<file path="config.mk">
export PLATFORM = sky130hd
export DESIGN_NAME = tse_evt_irq
export DESIGN_NICKNAME = d
export VERILOG_FILES = /design/src/rtl/tse_evt_irq.sv
export SDC_FILE = /design/constraint.sdc
export NUM_CORES = 1
export LEC_CHECK = 0
export CAP_MARGIN = 10
export CELL_PAD_IN_SITES_DETAIL_PLACEMENT = 0
export CELL_PAD_IN_SITES_GLOBAL_PLACEMENT = 1
export CORE_UTILIZATION = 40
export DETAILED_ROUTE_END_ITERATION = 8
export PLACE_DENSITY_LB_ADDON = 0.1
export SYNTH_ARGS = -nofsm -noshare
export SYNTH_HDL_FRONTEND = slang
export SYNTH_SLANG_ARGS = --single-unit
</file>
<file path="constraint.sdc">
create_clock -name hclk -period 3.45 [get_ports hclk]
set_input_delay 0.69 -clock hclk [delete_from_list [all_inputs] [get_ports hclk]]
set_output_delay 0.69 -clock hclk [all_outputs]
set_load 0.05 [all_outputs]
</file>
<file path="src/rtl/tse_evt_irq.sv">
// ---------------------------------------------------------------------------
// tse_evt_irq
//
// Event capture and interrupt block for the TSE MAC, host clock domain.
// The synchronizer bank delivers event levels (link, autoneg, PHY and FIFO
// flags) that are already in the hclk domain. This block:
//   - turns level changes into sticky STATUS bits (rising edge only, or any
//     change for bits selected by BOTH_EDGE),
//   - masks them per bit,
//   - raises one coalesced, registered interrupt toward the AHB host, with an
//     optional holdoff delay before the interrupt asserts.
//
// Optional feature macro: CORETSE_IRQ_HOLDOFF_EN
//   defined     : HOLD state, holdoff counter and HOLDOFF register are present.
//   not defined : no HOLD state and no counter. HOLDOFF reads 0 and writes to
//                 it are ignored. IDLE goes straight to ASSERT.
//
// Parameters
//   NUM_EVT    number of event inputs (1..16)
//   BOTH_EDGE  per bit: 1 = any level change sets STATUS, 0 = rising edge only
//   HOLDOFF_W  width of the holdoff counter and of the HOLDOFF register (1..16)
//
// Ports
//   hclk       in   host clock
//   hresetn    in   asynchronous active-low reset
//   evt_lvl    in   [NUM_EVT] synchronized event levels
//   reg_sel    in   [2]  0 STATUS (W1C), 1 MASK, 2 LEVEL (RO), 3 HOLDOFF
//   reg_wr     in   write strobe, one cycle
//   reg_rd     in   read strobe, one cycle
//   reg_wdata  in   [16] write data
//   reg_rdata  out  [16] registered read data; holds until the next read
//   irq        out  interrupt request, registered, active-high
//   fsm_state  out  [2]  current interrupt FSM state (0 IDLE, 1 HOLD, 2 ASSERT)
//
// Register port handshake: there is no valid/ready pair on this port.
// reg_wr and reg_rd are single-cycle strobes that are always accepted in the
// cycle they are high. A read returns its data on reg_rdata one cycle later,
// and that value holds until the next read. A read and a write in the same
// cycle return the value from before the write.
// ---------------------------------------------------------------------------
module tse_evt_irq #(
  parameter int          NUM_EVT   = 16,
  parameter logic [15:0] BOTH_EDGE = 16'h0000,
  parameter int          HOLDOFF_W = 8
) (
  input  logic               hclk,
  input  logic               hresetn,
  input  logic [NUM_EVT-1:0] evt_lvl,
  input  logic [1:0]         reg_sel,
  input  logic               reg_wr,
  input  logic               reg_rd,
  input  logic [15:0]        reg_wdata,
  output logic [15:0]        reg_rdata,
  output logic               irq,
  output logic [1:0]         fsm_state
);

  // Register map
  localparam logic [1:0] SEL_STATUS  = 2'd0;
  localparam logic [1:0] SEL_MASK    = 2'd1;
  localparam logic [1:0] SEL_LEVEL   = 2'd2;
  localparam logic [1:0] SEL_HOLDOFF = 2'd3;

  typedef enum logic [1:0] {
    ST_IDLE   = 2'd0,
    ST_HOLD   = 2'd1,
    ST_ASSERT = 2'd2
  } state_t;

  // -------------------------------------------------------------------------
  // State
  // -------------------------------------------------------------------------
  logic [NUM_EVT-1:0] evt_prev_q;
  logic [NUM_EVT-1:0] status_q, status_d;
  logic [NUM_EVT-1:0] mask_q, mask_d;
  logic [15:0]        rdata_q, rdata_d;
  logic               irq_q;
  state_t             state_q;

`ifdef CORETSE_IRQ_HOLDOFF_EN
  logic [HOLDOFF_W-1:0] holdoff_q, holdoff_d;
  logic [HOLDOFF_W-1:0] cnt_q;
`endif

  // -------------------------------------------------------------------------
  // Write decode
  // -------------------------------------------------------------------------
  logic wr_status;
  logic wr_mask;

  assign wr_status = reg_wr && (reg_sel == SEL_STATUS);
  assign wr_mask   = reg_wr && (reg_sel == SEL_MASK);

  // -------------------------------------------------------------------------
  // Edge detection
  // evt_prev_q resets to 0, so an input that is already high when reset is
  // released sees a rising edge in the first cycle and sets its STATUS bit.
  // -------------------------------------------------------------------------
  logic [NUM_EVT-1:0] both_sel;
  logic [NUM_EVT-1:0] evt_edge;

  assign both_sel = BOTH_EDGE[NUM_EVT-1:0];
  assign evt_edge = (both_sel  & (evt_lvl ^ evt_prev_q)) |
                    (~both_sel & evt_lvl & ~evt_prev_q);

  // -------------------------------------------------------------------------
  // STATUS (W1C) and MASK next state
  // An edge on a bit wins over a clear of that bit in the same cycle, so an
  // event that lands exactly on the host's clear is not lost.
  // -------------------------------------------------------------------------
  logic [NUM_EVT-1:0] clr_bits;

  always_comb begin
    clr_bits = '0;
    if (wr_status) begin
      clr_bits = reg_wdata[NUM_EVT-1:0];
    end
    status_d = (status_q & ~clr_bits) | evt_edge;
  end

  always_comb begin
    mask_d = mask_q;
    if (wr_mask) begin
      mask_d = reg_wdata[NUM_EVT-1:0];
    end
  end

`ifdef CORETSE_IRQ_HOLDOFF_EN
  // A write to HOLDOFF only changes the reload value; a count already running
  // in HOLD keeps going from its own copy in cnt_q.
  always_comb begin
    holdoff_d = holdoff_q;
    if (reg_wr && (reg_sel == SEL_HOLDOFF)) begin
      holdoff_d = reg_wdata[HOLDOFF_W-1:0];
    end
  end
`endif

  // -------------------------------------------------------------------------
  // Read mux. Bits above NUM_EVT (or above HOLDOFF_W) read as 0.
  // The mux samples the registers before this cycle's write lands, so a read
  // and a write in the same cycle return the old value.
  // -------------------------------------------------------------------------
  logic [15:0] status_ext;
  logic [15:0] mask_ext;
  logic [15:0] level_ext;
  logic [15:0] holdoff_ext;

  assign status_ext = 16'(status_q);
  assign mask_ext   = 16'(mask_q);
  assign level_ext  = 16'(evt_lvl);
`ifdef CORETSE_IRQ_HOLDOFF_EN
  assign holdoff_ext = 16'(holdoff_q);
`else
  assign holdoff_ext = 16'h0000;
`endif

  always_comb begin
    rdata_d = rdata_q;
    if (reg_rd) begin
      case (reg_sel)
        SEL_STATUS:  rdata_d = status_ext;
        SEL_MASK:    rdata_d = mask_ext;
        SEL_LEVEL:   rdata_d = level_ext;
        SEL_HOLDOFF: rdata_d = holdoff_ext;
        default:     rdata_d = 16'h0000;
      endcase
    end
  end

  // -------------------------------------------------------------------------
  // Datapath registers
  // -------------------------------------------------------------------------
  always_ff @(posedge hclk or negedge hresetn) begin
    if (!hresetn) begin
      evt_prev_q <= '0;
      status_q   <= '0;
      mask_q     <= '0;
      rdata_q    <= 16'h0000;
    end else begin
      evt_prev_q <= evt_lvl;
      status_q   <= status_d;
      mask_q     <= mask_d;
      rdata_q    <= rdata_d;
    end
  end

`ifdef CORETSE_IRQ_HOLDOFF_EN
  always_ff @(posedge hclk or negedge hresetn) begin
    if (!hresetn) begin
      holdoff_q <= '0;
    end else begin
      holdoff_q <= holdoff_d;
    end
  end
`endif

  // -------------------------------------------------------------------------
  // Interrupt FSM
  // pending is taken from the registered STATUS and MASK, so an event sets
  // STATUS on one edge and the FSM reacts on the next.
  // irq_q is loaded with "next state is ASSERT" on every transition, which
  // makes it high exactly while state_q is ASSERT.
  // -------------------------------------------------------------------------
  logic pending;

  assign pending = |(status_q & mask_q);

  always_ff @(posedge hclk or negedge hresetn) begin
    if (!hresetn) begin
      state_q <= ST_IDLE;
      irq_q   <= 1'b0;
`ifdef CORETSE_IRQ_HOLDOFF_EN
      cnt_q   <= '0;
`endif
    end else begin
      case (state_q)
        ST_IDLE: begin
          if (pending) begin
`ifdef CORETSE_IRQ_HOLDOFF_EN
            if (holdoff_q == '0) begin
              state_q <= ST_ASSERT;
              irq_q   <= 1'b1;
            end else begin
              state_q <= ST_HOLD;
              cnt_q   <= holdoff_q;
              irq_q   <= 1'b0;
            end
`else
            state_q <= ST_ASSERT;
            irq_q   <= 1'b1;
`endif
          end else begin
            irq_q <= 1'b0;
          end
        end

`ifdef CORETSE_IRQ_HOLDOFF_EN
        // New events while counting do not reload the count.
        ST_HOLD: begin
          if (!pending) begin
            state_q <= ST_IDLE;
            irq_q   <= 1'b0;
          end else if (cnt_q == HOLDOFF_W'(1)) begin
            state_q <= ST_ASSERT;
            irq_q   <= 1'b1;
          end else begin
            cnt_q <= cnt_q - HOLDOFF_W'(1);
            irq_q <= 1'b0;
          end
        end
`endif

        ST_ASSERT: begin
          if (!pending) begin
            state_q <= ST_IDLE;
            irq_q   <= 1'b0;
          end else begin
            irq_q <= 1'b1;
          end
        end

        default: begin
          state_q <= ST_IDLE;
          irq_q   <= 1'b0;
        end
      endcase
    end
  end

  // -------------------------------------------------------------------------
  // Outputs
  // -------------------------------------------------------------------------
  assign reg_rdata = rdata_q;
  assign irq       = irq_q;
  assign fsm_state = state_q;

endmodule

</file>
==> results.cfg <==
[sta]
finalClockSkew_ns = 0.003664
finalHoldViolations = 0
finalCritPeriodShare = 0.6576
fin_ws_ns = 1.181
setup_viol = 0
drv_slew = 0
rsz0062_at_grt = false
tightestPinTransition_ns = 0.7455
min_period_ns = 2.269
clock.fmax_ghz = 0.4408
maxSlewHeadroom = 0.5014
setup_tns_ns = 0

[outcome]
status = finished clean

[synth]
ys_types = 21
syn_nets = 274
ys_seq_area_frac = 0.5898
yosys_warnings = 0
ys_ff_latch = 66
avgSynthCellArea_um2 = 11.87
synthCells = 236
syn_area_um2 = 2800

[clocking]
ctsRootBufferMaster = clkbuf_8
clock_latency_ns = 0.33
path_clk_slew_ns = 0.07
clock_sinks = 66
clock_path_buffers = 2
postCtsHoldBufs = 0
htree_levels = 3
cts_tree = yes
cts_buffers = 9
ctsResizeCount = 0
post_cts_buffers = 0

[die]
design.core.area_um2 = 6794
dieWidth_um = 85.67
initial_core_util = 0.4122
top_level_ports = 57
die_area_um2 = 7339
die_h_um = 85.67
placementRows = 30

[setup_path]
crit_fanout = 12
worst_r2r_startpoint = status_ext[3]
arrival_ns = 2.52
timing_worst_setup_path_type = in2reg
worstSetupStartpointType = input pin
crit_required_ns = 3.70
crit_path_end_kind = register
crit_start = reg_sel[0]

[placement]
hpwl_um = 4155
place_ws_ns = 0.8037
post-place-cells = 382
gp_congestion = 0.7162
numPortBuffers = 55

[detailed_routing]
route.detailed.drc = 0
avgViaCountPerCell = 4.731
wirelength_um = 5964
vias = 1883
post_drt_wl_per_cell_um = 14.98
firstDrtPassIters = 4
antenna_left = 0
drt_iter0_drc = 64

[layout]
stdcell_count = 398
fin_nets = 335
antenna_cells = 0
area_growth_pct = 28.73
drive_above_1_share = 0.1523
nFillCells = 647

[job]
maxCapViolCount = 0

[power_and_ir_drop]
irDropWorstVdd_mv = 0.2632
power_density_nw_per_um2 = 526.0
power_w = 0.001896
p_leak_nw = 1.590

[global_routing]
antenna_found_initial = 0
grt.total_usage = 0.1833
gr-total-overflow = 0
grt_max_degree = 33
grt_pass1_wl_um = 10010
grt_pass1_vias = 1942

[worst_hold_path]
worstHoldPathType = in2async
synthesized netlist by cell type (all sizes together):
master | instances | area [µm²]
conb | 1 | 3.750
a22o | 20 | 175.2
buf | 7 | 76.32
nor2 | 16 | 60.06
clkbuf | 5 | 20.01
mux2i | 16 | 160.2
nand4 | 2 | 12.51
mux2 | 16 | 180.2
nand3b | 1 | 20.02
a31oi | 16 | 100.1
nor2b | 1 | 6.260
inv | 16 | 60.06
a221oi | 4 | 35.03
dfrtp | 66 | 1652
nor3b | 1 | 18.77
nand2 | 32 | 120.1
or2 | 16 | 100.1
critical path: stages:
cell             delay [ns]
clkdlybuf4s50_1        0.95
buf_4                  0.33
mux2i_1                0.09
or2_2                  0.27
a31oi_1                0.18
state kept, by name (all words and copies together) (netlist names):
| name | flops |
|---|---|
| mask_ext | 16 |
| evt_prev_q | 16 |
| irq | 1 |
| reg_rdata | 16 |
| fsm_state | 1 |
| status_ext | 16 |
cells by family after synthesis:
kind of cell	Yosys count	synth area share
flops	66	0.5898
simple gates	69	0.1206
compound gates	40	0.1108
other cells	1	0.001339
buf+inv	28	0.05585
mux	32	0.1215
layout make-up:
type                       count  area (µm²)  share of cell area
multi-input combinational    142       992.2              0.2753
inverter                      16       60.06             0.01666
tap                           96       120.1             0.03332
timing repair buffer          62       598.1              0.1659
sequential                    66        1652              0.4582
clock buffer                  14       172.7             0.04790
clock inverter                 2       10.01            0.002777
placed cells by master (no fill, tap or decap), drive strengths merged, types with 2 or more instances in the layout:
master          n
mux2i          16
nor2           16
nand4           2
buf             8
nand2          32
clkbuf         14
a221oi          4
clkdlybuf4s50  54
mux2           16
clkinv          2
inv            16
a31oi          16
or2            16
a22o           20
dfrtp          66
worst paths after layout:
| path | end | slack, ns | depth (start not counted) |
|---|---|---|---|
| hold reg to reg | status_ext[3] | 0.53 | 1 |
| max in group asynchronous | mask_ext[8] | 2.35 | 2 |
| setup reg to reg | irq | 2.09 | 3 |
| setup / recovery | reg_rdata[2] | 1.18 | 5 |
| min in group hclk | status_ext[3] | 0.53 | 1 |
| hold / removal | status_ext[0] | 0.36 | 1 |
stage by stage:
stage          utilization  cell area [µm²]  hold slack (ns)
5_1_grt             0.5306             3605           0.3975
3_3_place_gp        0.5037             3422           0.5130
6_report            0.5306             3605           0.3565
3_5_place_dp        0.5037             3422           0.5142
4_1_cts             0.5306             3605           0.3629
2_1_floorplan            -             2800           0.3944
where the power goes:
| part | internal, W | switching (W) | leakage (nW) |
|---|---|---|---|
| sequential | 0.000862 | 0.0000580 | 0.734 |
| combinational | 0.000178 | 0.000206 | 0.759 |
| clock | 0.000318 | 0.000274 | 0.0965 |
routing by layer:
layer | track usage | wire (µm)
met1 | 0.2365 | 2774
met4 | 0.07727 | 89
met3 | 0.03561 | 186
met5 | 0 | 0
met2 | 0.3033 | 2913
No activity file was read; power rests on OpenSTA's default activity.
==> RTL edit 1: new RTL, config.mk and constraints unchanged <==
Put one more register stage on the output `fsm_state`, cleared by the reset. The value now appears one clock later. The other outputs are not delayed to match.
--- a/src/rtl/tse_evt_irq.sv
+++ b/src/rtl/tse_evt_irq.sv
@@ -273,7 +273,13 @@
   // -------------------------------------------------------------------------
   assign reg_rdata = rdata_q;
   assign irq       = irq_q;
-  assign fsm_state = state_q;
+  always_ff @(posedge hclk or negedge hresetn) begin
+    if (!hresetn) begin
+      fsm_state <= '0;
+    end else begin
+      fsm_state <= state_q;
+    end
+  end
 
 endmodule
 
Formal check against the unedited RTL: not equivalent (a bounded check fails within 4 cycles, from zero or initial values and one cycle with hresetn low).
==> RTL edit 1 against the original RTL <==
Combinational power barely moved. Largest cell class unchanged. Synthesized area rose by 0.89%. Power fell by 0.44%. Final area rose by 0.62%. Setup slack improved by 0.032 ns. Critical endpoint is now status_ext[7]. Routed wire length fell by 0.89%. Sequential cell count rose by 1. Sequential share of layout area rose by 0.41 points. First-iteration DRC count rose by 56%. Largest power group unchanged. Count of clock-buffer cells in the layout did not move. Die area rose by 0.87%. Critical path type unchanged. Clock power fell by 3%.
==> RTL edit 1: results <==
cts:
  cts_resized: 0
  worstSkewPairLatency_ns: 0.33
  post_cts_buffers: 0
  htreeDepth: 3
  cts_root_buf: "clkbuf_8"
  clk_pin_slew_worst_paths_ns: 0.06
  cts_made_buffers: 9
  clockBufferDepth: 2
synth:
  synth_common_cells: "dfrtp_1 (67), nand2_1 (32), a22o_1 (20)"
  synthesis.nets: 275
  yosysSeqAreaShare_pct: 59.3
  synthArstFlopShare_pct: 100
  synth_flop_cell: "dfrtp_1"
  ys_top_cells_by_area: "dfrtp_1 (59%), mux2_2 (6.4%), a22o_1 (6.2%)"
  yosys_warnings: 0
  synth_cell_type_count: 21
  synth_area_um2: 2830
placed_design:
  placed_area_um2: 3450
  place.gp.congestion: 0.709
  hpwl_um: 4100
  pre_cts_slack_ns: 0.812
  io_buffers: 55
finish:
  drive_gt1_share_pct: 15.1
  nets: 337
  insertedDiodeCount: 0
sta:
  finalClockSkew_ns: 0.00715
  worstMarginPinSlew_ns: 0.637
status:
  status: "finished, final reports clean"
global_route:
  grt_pass1_wl_um: 10000
  grt_start_max_net_pins: 33
  track_usage_pct: 18.5
  antenna_found_initial: 0
drt:
  avgRoutedWirePerCell_um: 14.8
  dr_total_vias: 1951
  drtIter0Drc: 100
  firstDrtPassIters: 4
worst_setup_path:
  crit_family: "buffers and inverters"
  worst_path_max_delay_cell: "clkdlybuf4s50_1"
  cp_max_fo: 10
  crit_arrival_ns: 2.46
  slowest_delay_ns: 0.73
power_and_ir_drop:
  irDropWorstVdd_uv: 299
  leakagePower_nw: 1.60
min_path:
  hp-class: "flip-flop to flip-flop"
[RTL edit 1: worst paths after layout]
check                              startpoint              to  cells after the start  slack (ns)
worst max-delay path               reg_sel[0]   status_ext[7]                      5        1.21
worst min-delay path               state_q[1]    fsm_state[1]                      0        0.36
worst max register to register  status_ext[3]             irq                      3        2.17
worst min register to register     state_q[1]    fsm_state[1]                      0        0.36
max in group asynchronous             hresetn  status_ext[12]                      2        2.31
min in group asynchronous             hresetn    reg_rdata[0]                      1        0.37
[RTL edit 1: metrics by stage]
step           std cells  util, %
2_1_floorplan        237        -
3_3_place_gp         384     50.8
3_5_place_dp         384     50.8
4_1_cts              400     53.4
5_1_grt              400     53.4
6_report             400     53.4
[RTL edit 1: cells by family (layout without fill, tap and decap cells)]
| family | count (synthesis) | after routing | synth area share [%] |
|---|---|---|---|
| AND/OR/NAND/NOR | 69 | 69 | 12.0 |
| flip-flops | 67 | 67 | 59.3 |
| buffers and inverters | 28 | 95 | 5.54 |
| other | 1 | 1 | 0.133 |
| AO/OA/AOI/OAI | 40 | 40 | 11.0 |
| multiplexers | 32 | 32 | 12.0 |
[RTL edit 1: report_power, final]
| group | leakage, nW | switching, mW | internal, mW |
|---|---|---|---|
| Clock | 0.0905 | 0.274 | 0.299 |
| Sequential | 0.743 | 0.0572 | 0.873 |
| Combinational | 0.763 | 0.206 | 0.179 |
| Total | 1.60 | 0.537 | 1.35 |
[RTL edit 1: per-layer routing]
metal / part of all wire, % / global-route usage (%) / up-vias
met3: 3.8 / 7.60 / 7
met2: 47 / 27.9 / 35
met5: 0 / 0 / -
met1: 48 / 24.8 / 970
li1: - / - / 939
met4: 0.93 / 4.55 / 0
[RTL edit 1: cell type report]
type                    instances  area (um2)
flip-flops and latches         67        1680
inverters                      16        60.1
well taps                      96         120
clock buffers                  14         163
multi-input cells             142         992
clock inverters                 2        10.0
fillers                       668        3170
repair buffers                 63         606
==> RTL edit 2: new RTL, same settings <==
Made on the original files. Build with the macro `CORETSE_IRQ_HOLDOFF_EN` defined.
--- a/src/rtl/tse_evt_irq.sv
+++ b/src/rtl/tse_evt_irq.sv
@@ -38,6 +38,8 @@
 // and that value holds until the next read. A read and a write in the same
 // cycle return the value from before the write.
 // ---------------------------------------------------------------------------
+`define CORETSE_IRQ_HOLDOFF_EN
+
 module tse_evt_irq #(
   parameter int          NUM_EVT   = 16,
   parameter logic [15:0] BOTH_EDGE = 16'h0000,
Check against the original RTL: not equivalent (a bounded check fails within 4 cycles, from zero or initial values and one cycle with hresetn low).
==> RTL edit 2 against the original RTL <==
The run now ends with DRC left. Clock skew increased by 0.0062 ns. Power increased by 66%. Combinational power increased to 2.5 times the old value. Final area increased by 28%. Fmax decreased by 3.0%. First-iteration DRC count increased by 84%. Sequential cell count increased by 17. Synthesized area increased by 31%. Setup slack got worse by 0.070 ns. Routed wire length increased by 40%. Count of clock-buffer cells in the layout decreased by 3. Critical path type is now flip-flop to output port. Critical endpoint is now fsm_state[0]. Largest cell class unchanged. Largest power group unchanged.
==> RTL edit 2: results <==
synth:
  ys_top_cells_by_area: "dfrtp_1 (57%), mux2_2 (9.8%), mux4_2 (4.9%)"
  synth_common_cells: "dfrtp_1 (83), nand2_1 (35), mux2_2 (32)"
  syn_area_per_cell_um2: 11.6
sta:
  finalClockSkew_ns: 0.00986
  worstMarginPinSlew_ns: 1.06
  holdWs_ns: 0.418
min_path:
  hp-class: "flip-flop to flip-flop"
power_and_ir_drop:
  irDropWorstVdd_uv: 256
  leakagePower_nw: 1.99
finish:
  clockBufferCount: 11
  nets: 420
  buffer_area_share_pct: 13.7
  clk_share_pct: 5.23
  inverters_excl_clock: 19
  seq_cell_count: 83
  fill_cells: 829
  nMultiInputCombCells: 201
drt:
  totalWireLength_um: 8380
  firstDrtPassIters: 6
  drc: 6
  avgRoutedWirePerCell_um: 17.0
  drtIter0Drc: 118
die:
  tap_cells: 108
placed_design:
  numPlacedInstances: 477
  pre_cts_slack_ns: 0.744
  hpwl_um: 5950
  placed_area_um2: 4380
  io_buffers: 56
status:
  violations: "DRC"
  status: "finished with violations"
worst_setup_path:
  reg2reg_depth: 5
  slowest_delay_ns: 0.84
global_route:
  grt_pass1_wl_um: 13900
cts:
  worstSkewPairLatency_ns: 0.35
RTL edit 2: power breakdown:
group | internal (mW) | switching (mW)
Sequential | 1.15 | 0.172
Combinational | 0.428 | 0.548
Clock | 0.499 | 0.342
RTL edit 2: cell families after synthesis:
group	synth area share (%)
muxes	16.9
and+or+nand+nor	11.0
AOI/OAI and AO/OA	11.2
buffers and inverters	3.52
adders and majority gates	0.683
DFF	56.7
RTL edit 2: worst max path at each step:
stage	depth (start not counted)	endpoint	slack (ns)
floorplan	5	cnt_q[0]	1.58
global placement	3	holdoff_q[3]	0.78
detailed placement	3	holdoff_q[1]	0.74
CTS	1	fsm_state[0]	1.09
global route	3	holdoff_q[4]	0.98
finish	1	fsm_state[0]	1.11
RTL edit 2: routing by layer:
| metal | track usage [%] | up-vias | routed length, um |
|---|---|---|---|
| li1 | - | 1241 | - |
| met1 | 28.3 | 1316 | 4090 |
| met2 | 27.7 | 66 | 3800 |
| met3 | 3.17 | 10 | 383 |
| met4 | 6.99 | 0 | 106 |
| met5 | 0 | - | 0 |
